--- config.mk ---
export PLATFORM = sky130hd
export DESIGN_NAME = reg_write_arbiter
export DESIGN_NICKNAME = d
export VERILOG_FILES = /design/src/rtl/reg_write_arbiter_pkg.sv /design/src/rtl/reg_write_arbiter_pick.sv /design/src/rtl/reg_write_arbiter.sv
export SDC_FILE = /design/constraint.sdc
export NUM_CORES = 1
export LEC_CHECK = 0
export CAP_MARGIN = 20
export CORE_AREA = 4 4 55 57
export DETAILED_ROUTE_END_ITERATION = 8
export DIE_AREA = 0 0 59 61
export PLACE_DENSITY = 0.83
export SETUP_SLACK_MARGIN = 0.3
export SLEW_MARGIN = 5
export SYNTH_ARGS = -nofsm -noshare
export SYNTH_HDL_FRONTEND = slang
export SYNTH_SLANG_ARGS = --single-unit
--- constraint.sdc ---
create_clock -name clk -period 5.19 [get_ports clk]
set_input_delay 0.7785 -clock clk [delete_from_list [all_inputs] [get_ports clk]]
set_output_delay 0.7785 -clock clk [all_outputs]
set_load 0.03 [all_outputs]
--- src/rtl/reg_write_arbiter_pkg.sv ---
// Shared constants and types for the round-robin register-write arbiter.
package reg_write_arbiter_pkg;

    localparam int unsigned NREQ_DEF  = 4;
    localparam int unsigned WIDTH_DEF = 8;
    localparam int unsigned IDX_W     = $clog2(NREQ_DEF);

    typedef logic [IDX_W-1:0] grant_idx_t;

endpackage

--- src/rtl/reg_write_arbiter_pick.sv ---
// Rotating-priority picker: first valid requester at or after ptr, wrapping mod NREQ.
module rr_priority_pick #(
    parameter int unsigned NREQ  = 4,
    parameter int unsigned IDX_W = 2
) (
    input  logic [NREQ-1:0]  req_val,
    input  logic [IDX_W-1:0] ptr,
    output logic [NREQ-1:0]  grant,
    output logic [IDX_W-1:0] win,
    output logic             any_valid
);

    always_comb begin
        logic [IDX_W-1:0] idx;
        grant     = '0;
        win       = '0;
        any_valid = 1'b0;
        idx       = '0;
        // NREQ is a power of two, so IDX_W-bit overflow is the modulo wrap
        for (int unsigned k = 0; k < NREQ; k++) begin
            idx = IDX_W'(ptr + IDX_W'(k));
            if (!any_valid && req_val[idx]) begin
                any_valid = 1'b1;
                win       = idx;
            end
        end
        grant[win] = any_valid;
    end

endmodule

--- src/rtl/reg_write_arbiter.sv ---
// Round-robin arbiter driving write-enable / data / sync-clear of a shared enable-reset register.
module reg_write_arbiter
    import reg_write_arbiter_pkg::*;
#(
    parameter int unsigned NREQ  = NREQ_DEF,
    parameter int unsigned WIDTH = WIDTH_DEF
) (
    input  logic                     clk,
    input  logic                     rst,
    input  logic [NREQ-1:0]          req_val,
    input  logic [NREQ*WIDTH-1:0]    req_data,
    output logic [NREQ-1:0]          req_rdy,
    input  logic                     clr,
    input  logic                     hold,
    output logic                     wr_en,
    output logic [WIDTH-1:0]         wr_data,
    output logic                     wr_clr,
    output logic [$clog2(NREQ)-1:0]  grant_id
);

    localparam int unsigned PW = $clog2(NREQ);

    logic [PW-1:0]    ptr_q, ptr_d;
    logic [NREQ-1:0]  pick_grant;
    logic [PW-1:0]    pick_win;
    logic             pick_any;
    logic             accept;
    logic [WIDTH-1:0] sel_data;
    logic             wr_en_d, wr_clr_d;
    logic [WIDTH-1:0] wr_data_d;
    logic [PW-1:0]    grant_id_d;

    rr_priority_pick #(
        .NREQ  (NREQ),
        .IDX_W (PW)
    ) u_pick (
        .req_val   (req_val),
        .ptr       (ptr_q),
        .grant     (pick_grant),
        .win       (pick_win),
        .any_valid (pick_any)
    );

    // Clear outranks stall; both suppress grants, as does reset
    assign req_rdy = (rst && !clr && !hold) ? pick_grant : '0;
    assign accept  = pick_any && |(req_val & req_rdy);

    always_comb begin
        sel_data = '0;
        for (int unsigned i = 0; i < NREQ; i++) begin
            if (pick_win == PW'(i)) begin
                sel_data = req_data[i*WIDTH +: WIDTH];
            end
        end
    end

    always_comb begin
        ptr_d      = ptr_q;
        wr_en_d    = 1'b0;
        wr_clr_d   = 1'b0;
        wr_data_d  = wr_data;
        grant_id_d = grant_id;
        if (clr) begin
            wr_clr_d = 1'b1;
        end else if (accept) begin
            wr_en_d    = 1'b1;
            wr_data_d  = sel_data;
            grant_id_d = pick_win;
            ptr_d      = PW'(pick_win + PW'(1));
        end
    end

    always_ff @(posedge clk or negedge rst) begin
        if (!rst) begin
            ptr_q    <= '0;
            wr_en    <= 1'b0;
            wr_clr   <= 1'b0;
            wr_data  <= '0;
            grant_id <= '0;
        end else begin
            ptr_q    <= ptr_d;
            wr_en    <= wr_en_d;
            wr_clr   <= wr_clr_d;
            wr_data  <= wr_data_d;
            grant_id <= grant_id_d;
        end
    end

endmodule

# Yosys cells after proc, flatten, opt, wreduce, memory -nomap -nowiden
# Cells that the tools add are included.
# classes
n_reduce_logical	15
eq_ne	3
n_lt_le_gt_ge	6
addsub	4
bitwise_logic	3
n_mux	26
# ops
operator	count
8-bit 2-to-1 mux	4
2-bit by 3-bit less-than comparator with 1-bit output (second input constant)	5
1-bit 2-to-1 mux	12
4-bit AND	2
1-bit binary-select mux with 2-bit select	4
2-bit 2-to-1 mux	4
1-bit logical AND	7
1-bit logical NOT	5
2-bit by 1-bit adder with 2-bit output (second input constant)	2
2-bit adder (second input constant)	2
2-bit equality test (second input constant)	2
4-bit 2-to-1 mux	1
4-bit OR reduction	1
1-bit demux with 2-bit select	1
2-bit by 1-bit equality test with 1-bit output (second input constant)	1
2-bit by 1-bit greater-or-equal comparator with 1-bit output (second input constant)	1
2-bit logical NOT	1
2-bit AND reduction	1
1-bit NOT	1
# word_totals
register_bits	14
inputBits	40
wordCells	62
output_inout_bits	16

# Longest topological paths before layout
# Gate-level depths: netlist of run 1.
# depth
depth_word	23
mapped_depth	12
ltp_nobuf	11

# Hierarchy
# From an unflattened synthesis of run 1, not the netlist that was laid out.
# unflattened
cells_unflattened	111
hier_area_um2	982.2
# by_module_without_submodules
module	seq_area_each_um2	cells_per_inst	n_inst	area_per_inst_um2
reg_write_arbiter	350.3	79	1	799.5
rr_priority_pick	0.0	32	1	182.7

# Worst setup path after synthesis of run 1
# No wires, ideal clock.
# synth_timing
path_type	input to output
from	in req_val[0]
to	out req_rdy[2]
t_required_ps	4411
cell_stages	9
slack_ps	2158
path_buffers	2
arrival_time_ps	2254
cell_sequence	nor2b_1 a21oi_1 nor2_1 a211oi_1 inv_1 ha_1 buf_2 clkbuf_1 and2_1
# synth_via
elab_chain_len	18
elab_cells_between_ends	29
cone_classes	order compare (2); mux (19); bitwise (1); reduce/logical (7)
# synth_lines
item	line_no	source
from (decl)	reg_write_arbiter.sv:10	input logic [NREQ-1:0] req_val,
1-bit binary-select mux with 2-bit select	reg_write_arbiter_pick.sv:22	if (!any_valid && req_val[idx]) begin
1-bit 2-to-1 mux (implied by the code)	reg_write_arbiter_pick.sv:22	
1-bit 2-to-1 mux	reg_write_arbiter_pick.sv:22	
1-bit logical NOT	reg_write_arbiter_pick.sv:22	
1-bit logical AND	reg_write_arbiter_pick.sv:22	
1-bit 2-to-1 mux	reg_write_arbiter_pick.sv:22	
1-bit logical NOT	reg_write_arbiter_pick.sv:22	
1-bit logical AND	reg_write_arbiter_pick.sv:22	
[2 not listed]	--	
1-bit logical AND	reg_write_arbiter_pick.sv:22	
2-bit 2-to-1 mux	reg_write_arbiter_pick.sv:22	
2-bit by 3-bit less-than comparator with 1-bit output (implied by the code) or 2-bit by 1-bit greater-or-equal comparator with 1-bit output (tied branches)	reg_write_arbiter_pick.sv:27	grant[win] = any_valid;
1-bit logical AND (implied by the code)	reg_write_arbiter_pick.sv:27	
1-bit 2-to-1 mux (implied by the code)	reg_write_arbiter_pick.sv:27	
1-bit demux with 2-bit select	--	
4-bit AND (no line) *	--	
4-bit 2-to-1 mux *	reg_write_arbiter.sv:45	assign req_rdy = (rst && !clr && !hold) ? pick_grant : '0;
to (decl)	reg_write_arbiter.sv:12	output logic [NREQ-1:0] req_rdy,
# Every way passes the cells marked *; elsewhere a longest branch is shown, timed or not. The select of a mux whose other input is x is not followed.

# Final worst setup path of run 1
# Same ends and word-level chain as after synthesis.

==> results.md, run 1 <==
| Step | Parameter | Value |
|:---|:---|:---|
| power and ir drop | Power Density | 453 nW/um^2 |
| detailed routing | Detail-routed via count per cell | 5.04 |
| sta | Max-slew violation count | 0 |
| synth | FFs w/ async S/R, synth | 100% |
| placement | HPWL after DPL | 2390 microns |
| synth | Largest family of logic cells by synthesized area | multiplexers |
| synth | Share of cell area taken by muxes after synthesis | 24.8% |
| global route | All-layer global routing usage | 15.5% |
| cells and area | Final net count | 196 |
| critical path | Minimum setup slack among reg-to-reg paths | 2.34 ns |
| critical path | Worst path required time | 4.41 ns |
| placement | Port-buffer cells | 55 |
| status | Result of the run | finished clean |
| synth | Number of synthesized register bits | 14 |
| sta | Clock skew after layout | 0.00283 ns |
| clock tree | CTS HTree Levels | 1 |
| critical path | Type of origin of the critical path | input port |
| detailed routing | Drt total wl | 2870 microns |
| placement | Pre-CTS worst setup slack | 1.05 ns |
| synth | Post-synth top flop | sky130_fd_sc_hd__dfrtp_1 |
| detailed routing | Total vias in the final route | 918 |
| placement | Routability congestion estimate from global placement | 0.813 |
| clock tree | Clock tree from TritonCTS | built |
| clock tree | Hold-fix buffers, CTS | 0 |
| critical path | Reg2reg start | ptr_q[0] |
| synth | Fraction of the mapped netlist area in compound gates | 21.1% |
| synth | Count of yosys warnings during synthesis | 0 |
| detailed routing | Initial drt markers | 36 |
| synth | Simple-gate portion of the synthesized area | 6.23% |
| critical path | Arrival @ worst endpoint | 3.37 ns |
| critical path | Crit. End Element | output pin |
| placement | Placement Cell Area | 1570 sq um |
| detailed routing | DRC violations left | 0 |
| cells and area | Final instance area | 1600 sq um |
| critical path | Type of the worst setup path | in2out |
| global route | Vias in the first global route | 957 |
| global route | Number of antenna violations at the first check in global routing | 0 |
| floorplanning | Effective utilization at floorplan | 41.3% |
| synth | Count of flip-flops with a built-in enable after synthesis | 0 |
| detailed routing | Post-detailed-route wirelength per cell | 15.8 microns |
| detailed routing | Number of iterations in the first detailed-routing pass | 4 |
| critical path | Maximum fanout encountered on the critical timing path | 18 |
| clock tree | Largest buffer count on any clock path | 2 |
| power and ir drop | Post-route total power | 0.000727 W |
| placement | Inst Count DP | 178 |
| floorplanning | Die Footprint | 3600 sq um |
| critical path | Beginning of the critical path | req_val[0] |
| floorplanning | Floorplan die height | 61 microns |
| clock tree | CTS Buf Count | 3 |
| cells and area | Ratio of cells with drive above 1 in the final layout | 17.1% |
| synth | Area of the mapped netlist | 1020 sq um |
| sta | Setup repair after global routing missed its margin | false |
| synth | Synth Area in XOR/XNOR | 0% |
| synth | Fraction of the yosys area taken by sequential cells | 34.2% |
| sta | Final setup viols | 0 |
| clock tree | Clock Tree Root | sky130_fd_sc_hd__clkbuf_4 |
| sta | Peak Freq | 0.241 GHz |
| min path | Class of the worst hold path | reg2reg |
| clock tree | Number of resized instances in the post-cts repair step | 0 |
| sta | Final Worst Setup Slack | 1.04 ns |
| synth | Synth Area in Adders | 3.67% |
| global route | Pin count of the biggest net entering global routing | 19 |
| sta | Final worst path period share | 80.0% |
| floorplanning | # IOs | 56 |
| min path | Startpoint of the lowest-slack hold path | wr_data[4] |
| synth | Number of distinct standard cells referenced by the synthesized netlist | 27 |
| cells and area | Final instance count without filler cells | 182 |
| floorplanning | Std-Cell Rows | 18 |
| sta | Worst-Margin Slew | 0.622 ns |
| power and ir drop | Peak supply drop | 0.000378 V |
| clock tree | Skew-Pair Late Insertion Delay | 0.27 ns |
| global route | Overflow left after global routing | 0 |
| synth | Count of mapped cells out of synthesis | 99 |
| power and ir drop | Leakage dissipation | 0.722 nW |
| sta | Total count of hold-check failures in the final report | 0 |
| cells and area | Area Growth Syn to Fin | 56.6% |
| job | Max capacitance violation total | 0 |
| clock tree | Clock slew seen by the registers of the worst setup and hold paths | 0.08 ns |
| clock tree | Post-CTS setup-driven buffer insertion count | 0 |
| sta | Setup_tns | 0 ns |
| floorplanning | Chip Width | 59 microns |
| sta | Relative max-transition margin | 58.4% |
| sta | Minimum period implied by the final worst setup slack | 4.15 ns |
| floorplanning | Area inside the core boundary | 2480 sq um |
| synth | Mean instance size in the synthesized netlist | 10.3 sq um |
| clock tree | Total clock sinks | 14 |
| cells and area | Ant diodes | 0 |
| synth | Post-synthesis net count | 142 |
| global route | First-pass GRT wire length | 4300 microns |
| detailed routing | Detail Route Antenna Nets | 0 |
-- cells in the mapped netlist, types with 2 or more instances --
master / instances / area share, %
sky130_fd_sc_hd__dfrtp_1: 14 / 34
sky130_fd_sc_hd__inv_1: 14 / 5.1
sky130_fd_sc_hd__a21oi_1: 10 / 4.9
sky130_fd_sc_hd__mux2_2: 10 / 11
sky130_fd_sc_hd__a221oi_1: 8 / 6.8
sky130_fd_sc_hd__mux2_4: 8 / 12
sky130_fd_sc_hd__and2_1: 4 / 2.4
sky130_fd_sc_hd__nor2_1: 4 / 1.5
sky130_fd_sc_hd__buf_2: 3 / 1.5
sky130_fd_sc_hd__ha_1: 3 / 3.7
sky130_fd_sc_hd__nand2_1: 3 / 1.1
sky130_fd_sc_hd__nor2b_1: 2 / 1.2
sky130_fd_sc_hd__o21ai_0: 2 / 0.98
-- final cells by class --
cell class / count / area, sq um
Clock buffer: 4 / 36.3
Timing Repair Buffer: 55 / 551
Multi-Input combinational cell: 64 / 572
Sequential cell: 14 / 350
Fill cell: 217 / 875
Tap cell: 30 / 37.5
Inverter: 15 / 56.3
-- sequential cells by signal, indices dropped and copies added (netlist names) --
signal / count
grant_id: 2
ptr_q: 2
wr_en: 1
wr_data: 8
wr_clr: 1
-- logic make-up after synthesis --
logic type                 count (synthesis)
buffers and inverters                     21
muxes                                     20
AOI/OAI and AO/OA                         28
and+or+nand+nor                           13
adders and majority gates                  3
DFF                                       14
-- final timing paths --
| path | end | cells past startpoint |
|---|---|---|
| min | wr_data[4] | 1 |
| max reg2reg | wr_data[6] | 10 |
| min reg2reg | wr_data[4] | 1 |
| max | req_rdy[2] | 9 |
| min in group asynchronous | ptr_q[1] | 1 |
| max in group asynchronous | wr_data[5] | 1 |
-- power breakdown --
| group | internal [W] | switching (W) | leakage (nW) |
|---|---|---|---|
| clock | 0.0000426 | 0.0000318 | 0.0210 |
| combinational | 0.000231 | 0.000235 | 0.530 |
| sequential | 0.000155 | 0.0000306 | 0.171 |
-- critical path: stages --
cell                              delay (ns)
sky130_fd_sc_hd__clkdlybuf4s50_1        0.46
sky130_fd_sc_hd__nor2b_1                0.17
sky130_fd_sc_hd__a21oi_1                0.13
sky130_fd_sc_hd__nor2_1                 0.06
sky130_fd_sc_hd__a211oi_1               0.39
sky130_fd_sc_hd__inv_1                  0.15
sky130_fd_sc_hd__ha_1                   0.42
sky130_fd_sc_hd__and2_1                 0.22
sky130_fd_sc_hd__clkdlybuf4s50_1        0.58
-- metal layers --
| metal | share of wire, % | routed length (microns) | track usage (%) |
|---|---|---|---|
| met2 | 53 | 1510 | 27.8 |
| met1 | 43 | 1220 | 19.7 |
| met3 | 2.8 | 80 | 1.49 |
| met5 | 0 | 0 | 0 |
| met4 | 1.8 | 53 | 4.53 |
-- per-stage QoR --
stage | utilization, % | hold slack [ns]
after global placement | 63.2 | 0.493
after floorplan | - | 0.483
after CTS | 64.7 | 0.519
final | 64.7 | 0.514
after global routing | 64.7 | 0.525
after detailed placement | 63.2 | 0.497
-- layout by cell type, fill, tap and decap left out --
master,Yosys,final
sky130_fd_sc_hd__clkbuf_4,0,3
sky130_fd_sc_hd__a21oi_1,10,10
sky130_fd_sc_hd__inv_2,1,1
sky130_fd_sc_hd__a31oi_4,1,1
sky130_fd_sc_hd__a21oi_2,1,1
sky130_fd_sc_hd__nor2b_1,2,2
sky130_fd_sc_hd__clkdlybuf4s50_1,0,55
sky130_fd_sc_hd__clkbuf_8,0,1
sky130_fd_sc_hd__dfrtp_1,14,14
sky130_fd_sc_hd__o22ai_1,1,1
sky130_fd_sc_hd__o21ai_0,2,2
sky130_fd_sc_hd__o21a_1,1,1
sky130_fd_sc_hd__nand2_1,3,3
sky130_fd_sc_hd__a221oi_1,8,8
sky130_fd_sc_hd__ha_1,3,3
sky130_fd_sc_hd__a22oi_1,1,1
sky130_fd_sc_hd__nor2_1,4,4
sky130_fd_sc_hd__mux2_2,10,10
sky130_fd_sc_hd__o21ai_4,1,1
sky130_fd_sc_hd__mux2_4,8,8
sky130_fd_sc_hd__and2_1,4,4
sky130_fd_sc_hd__a211oi_1,1,1
sky130_fd_sc_hd__mux2_1,1,1
sky130_fd_sc_hd__mux2i_1,1,1
sky130_fd_sc_hd__inv_1,14,14
sky130_fd_sc_hd__o221a_1,1,1
Power figures use the tool's default switching activity.
==> run 2: changes to the inputs <==
--- a/config.mk
+++ b/config.mk
@@ -6,10 +6,10 @@
 export NUM_CORES = 1
 export LEC_CHECK = 0
 export CAP_MARGIN = 20
-export CORE_AREA = 4 4 55 57
+export CORE_AREA = 4 4 60 62
 export DETAILED_ROUTE_END_ITERATION = 8
-export DIE_AREA = 0 0 59 61
-export PLACE_DENSITY = 0.83
+export DIE_AREA = 0 0 64 66
+export PLACE_DENSITY = 0.73
 export SETUP_SLACK_MARGIN = 0.3
 export SLEW_MARGIN = 5
 export SYNTH_ARGS = -nofsm -noshare
==> constraint.sdc (replaced) <==
create_clock -name clk -period 3.63 [get_ports clk]
set_input_delay 0.5445 -clock clk [delete_from_list [all_inputs] [get_ports clk]]
set_output_delay 0.5445 -clock clk [all_outputs]
set_load 0.03 [all_outputs]
==> results.md, run 2 (synthesized netlist as in run 1, its figures left out) <==
| Step | Parameter | Value | vs previous |
|:---|:---|:---|:---|
| global route | Number of antenna violations at the first check in global routing | 0 | unchanged |
| sta | Final worst path period share | 86.8% |  |
| power and ir drop | Power Density | 639 nW/um^2 | +41% |
| floorplanning | Effective utilization at floorplan | 33.8% | -7.5 points |
| detailed routing | Post-detailed-route wirelength per cell | 14.9 microns | -5.8% |
| cells and area | Area Growth Syn to Fin | 62.8% |  |
| cells and area | Top Registers | wr_data (8), grant_id (2), ptr_q (2) |  |
| sta | Final setup viols | 0 | unchanged |
| floorplanning | Area inside the core boundary | 3030 sq um | +22% |
| critical path | Type of origin of the critical path | input port |  |
| power and ir drop | Post-route total power | 0.00107 W | +47% |
| detailed routing | Number of iterations in the first detailed-routing pass | 5 | +1 |
| cells and area | Most used cells in the layout excluding fill and tap cells | 52 x sky130_fd_sc_hd__clkdlybuf4s50_1, 14 x sky130_fd_sc_hd__inv_1, 14 x sky130_fd_sc_hd__dfrtp_1 |  |
| clock tree | CTS Buf Count | 3 | unchanged |
| floorplanning | Std-Cell Rows | 20 | +2 |
| detailed routing | Detail Route Antenna Nets | 0 | unchanged |
| floorplanning | Chip Width | 64 microns | +8.5% |
| clock tree | Clock tree from TritonCTS | built |  |
| clock tree | Clock Tree Root | sky130_fd_sc_hd__clkbuf_4 |  |
| cells and area | Commonest non-fill, non-tap cell in the layout | sky130_fd_sc_hd__clkdlybuf4s50_1 |  |
| placement | Port-buffer cells | 55 | unchanged |
| global route | Overflow left after global routing | 0 | unchanged |
| global route | First-pass GRT wire length | 4710 microns | +9.5% |
| detailed routing | Drt total wl | 2990 microns | +4.0% |
| sta | Total count of hold-check failures in the final report | 0 | unchanged |
| clock tree | Clock slew seen by the registers of the worst setup and hold paths | 0.09 ns | about the same |
| job | Max capacitance violation total | 0 | unchanged |
| sta | Peak Freq | 0.317 GHz |  |
| floorplanning | Die Footprint | 4220 sq um | +17% |
| clock tree | CTS HTree Levels | 1 | unchanged |
| critical path | Maximum fanout encountered on the critical timing path | 6 | -12 |
| cells and area | Ratio of cells with drive above 1 in the final layout | 20.4% | +3.3 points |
| floorplanning | Floorplan die height | 66 microns | +8.2% |
| sta | Worst-Margin Slew | 0.583 ns | -0.0384 ns |
| status | Result of the run | finished clean |  |
| global route | All-layer global routing usage | 14.5% | -0.96 points |
| detailed routing | DRC violations left | 0 | unchanged |
| placement | HPWL after DPL | 2320 microns | -3.0% |
| power and ir drop | Leakage dissipation | 0.789 nW | +9.2% |
| global route | Pin count of the biggest net entering global routing | 18 | -1 |
| sta | Max-slew violation count | 0 | unchanged |
| cells and area | Final net count | 201 | +2.6% |
| detailed routing | Total vias in the final route | 942 | +2.6% |
| sta | Setup_tns | 0 ns | unchanged |
| critical path | Type of the worst setup path | in2out |  |
| sta | Minimum period implied by the final worst setup slack | 3.15 ns |  |
| critical path | Arrival @ worst endpoint | 2.61 ns | -0.76 ns |
| sta | Relative max-transition margin | 61.0% | +2.6 points |
| clock tree | Total clock sinks | 14 | unchanged |
| power and ir drop | Peak supply drop | 0.000333 V | -12% |
| min path | Class of the worst hold path | reg2reg |  |
| cells and area | Biggest register | wr_data |  |
| clock tree | Skew-Pair Late Insertion Delay | 0.28 ns | about the same |
| sta | Clock skew after layout | 0.00405 ns | +0.00122 ns |
| cells and area | Number of flip-flops in the largest register | 8 | unchanged |
| critical path | Crit. End Element | output pin |  |
| detailed routing | Detail-routed via count per cell | 4.69 | -7.1% |
| global route | Vias in the first global route | 1005 | +5.0% |
| placement | Routability congestion estimate from global placement | 0.819 | +0.75% |
| cells and area | Ant diodes | 0 | unchanged |
| clock tree | Largest buffer count on any clock path | 2 | unchanged |
| detailed routing | Initial drt markers | 25 | -31% |
| floorplanning | # IOs | 56 | unchanged |
| critical path | Worst path required time | 3.09 ns | -1.32 ns |
| sta | Setup repair after global routing missed its margin | false |  |
[run 2: changes by cell type in the layout (fill, tap and decap cells not counted), sizes merged]
| cell | delta |
|---|---|
| dlymetal6s2s | +2 |
| clkdlybuf4s50 | -3 |
| buf | +5 |
| dlygate4sd2 | +1 |
[run 2: final timing paths]
kind	startpoint	endpoint	slack (ns)	cells after the start
max	req_val[0]	req_rdy[1]	0.48	9
min	wr_data[6]	wr_data[6]	0.52	1
max reg2reg	ptr_q[0]	wr_data[7]	0.95	11
min reg2reg	wr_data[6]	wr_data[6]	0.52	1
max in group asynchronous	rst	wr_data[1]	2.87	2
min in group asynchronous	rst	wr_clr	0.59	2
[run 2: timing repair]
item | 4_1_cts | 5_1_grt
buffers inserted | 0 | 0
endpoints found under the setup margin | 3 | 2
hold buffers | 0 | 0
resized for setup | 2 | 2
[run 2: cell type report]
class	count	area, sq um
sequential	14	350
inverter	15	56.3
multi-input combinational	64	577
clock buffer	4	36.3
fill	269	1360
tap	44	55.1
timing repair buffer	60	592
[run 2: worst max-delay path: stages]
cell	delay, ns
sky130_fd_sc_hd__clkdlybuf4s50_1	0.53
sky130_fd_sc_hd__inv_1	0.12
sky130_fd_sc_hd__o21ai_0	0.20
sky130_fd_sc_hd__a21oi_1	0.09
sky130_fd_sc_hd__o21a_1	0.22
sky130_fd_sc_hd__inv_1	0.09
sky130_fd_sc_hd__ha_1	0.25
sky130_fd_sc_hd__and2_1	0.15
sky130_fd_sc_hd__dlygate4sd2_1	0.40
[run 2: power breakdown]
part / total [W] / leakage (nW) / internal (W) / switching [W]
Sequential: 0.000270 / 0.171 / 0.000222 / 0.0000477
Clock: 0.000112 / 0.0210 / 0.0000610 / 0.0000511
Combinational: 0.000684 / 0.597 / 0.000346 / 0.000338
Total: 0.00107 / 0.789 / 0.000629 / 0.000436
[run 2: metrics by stage]
stage | instance area [sq um] | setup WS, ns | util [%] | hold slack [ns] | cells
2_1_floorplan | 1020 | 0.963 | - | 0.249 | 99
3_3_place_gp | 1620 | 0.290 | 53.6 | 0.490 | 197
3_5_place_dp | 1620 | 0.153 | 53.6 | 0.493 | 197
4_1_cts | 1660 | 0.317 | 54.9 | 0.524 | 201
5_1_grt | 1670 | 0.325 | 55.0 | 0.538 | 201
6_report | 1670 | 0.480 | 55.0 | 0.520 | 201
[run 2: per-layer routing]
layer	GRT usage (%)	vias up	wire, microns
met4	7.28	0	63
met1	17.1	435	1250
met2	25.7	36	1520
met5	0	-	0
li1	-	465	-
met3	1.87	6	152
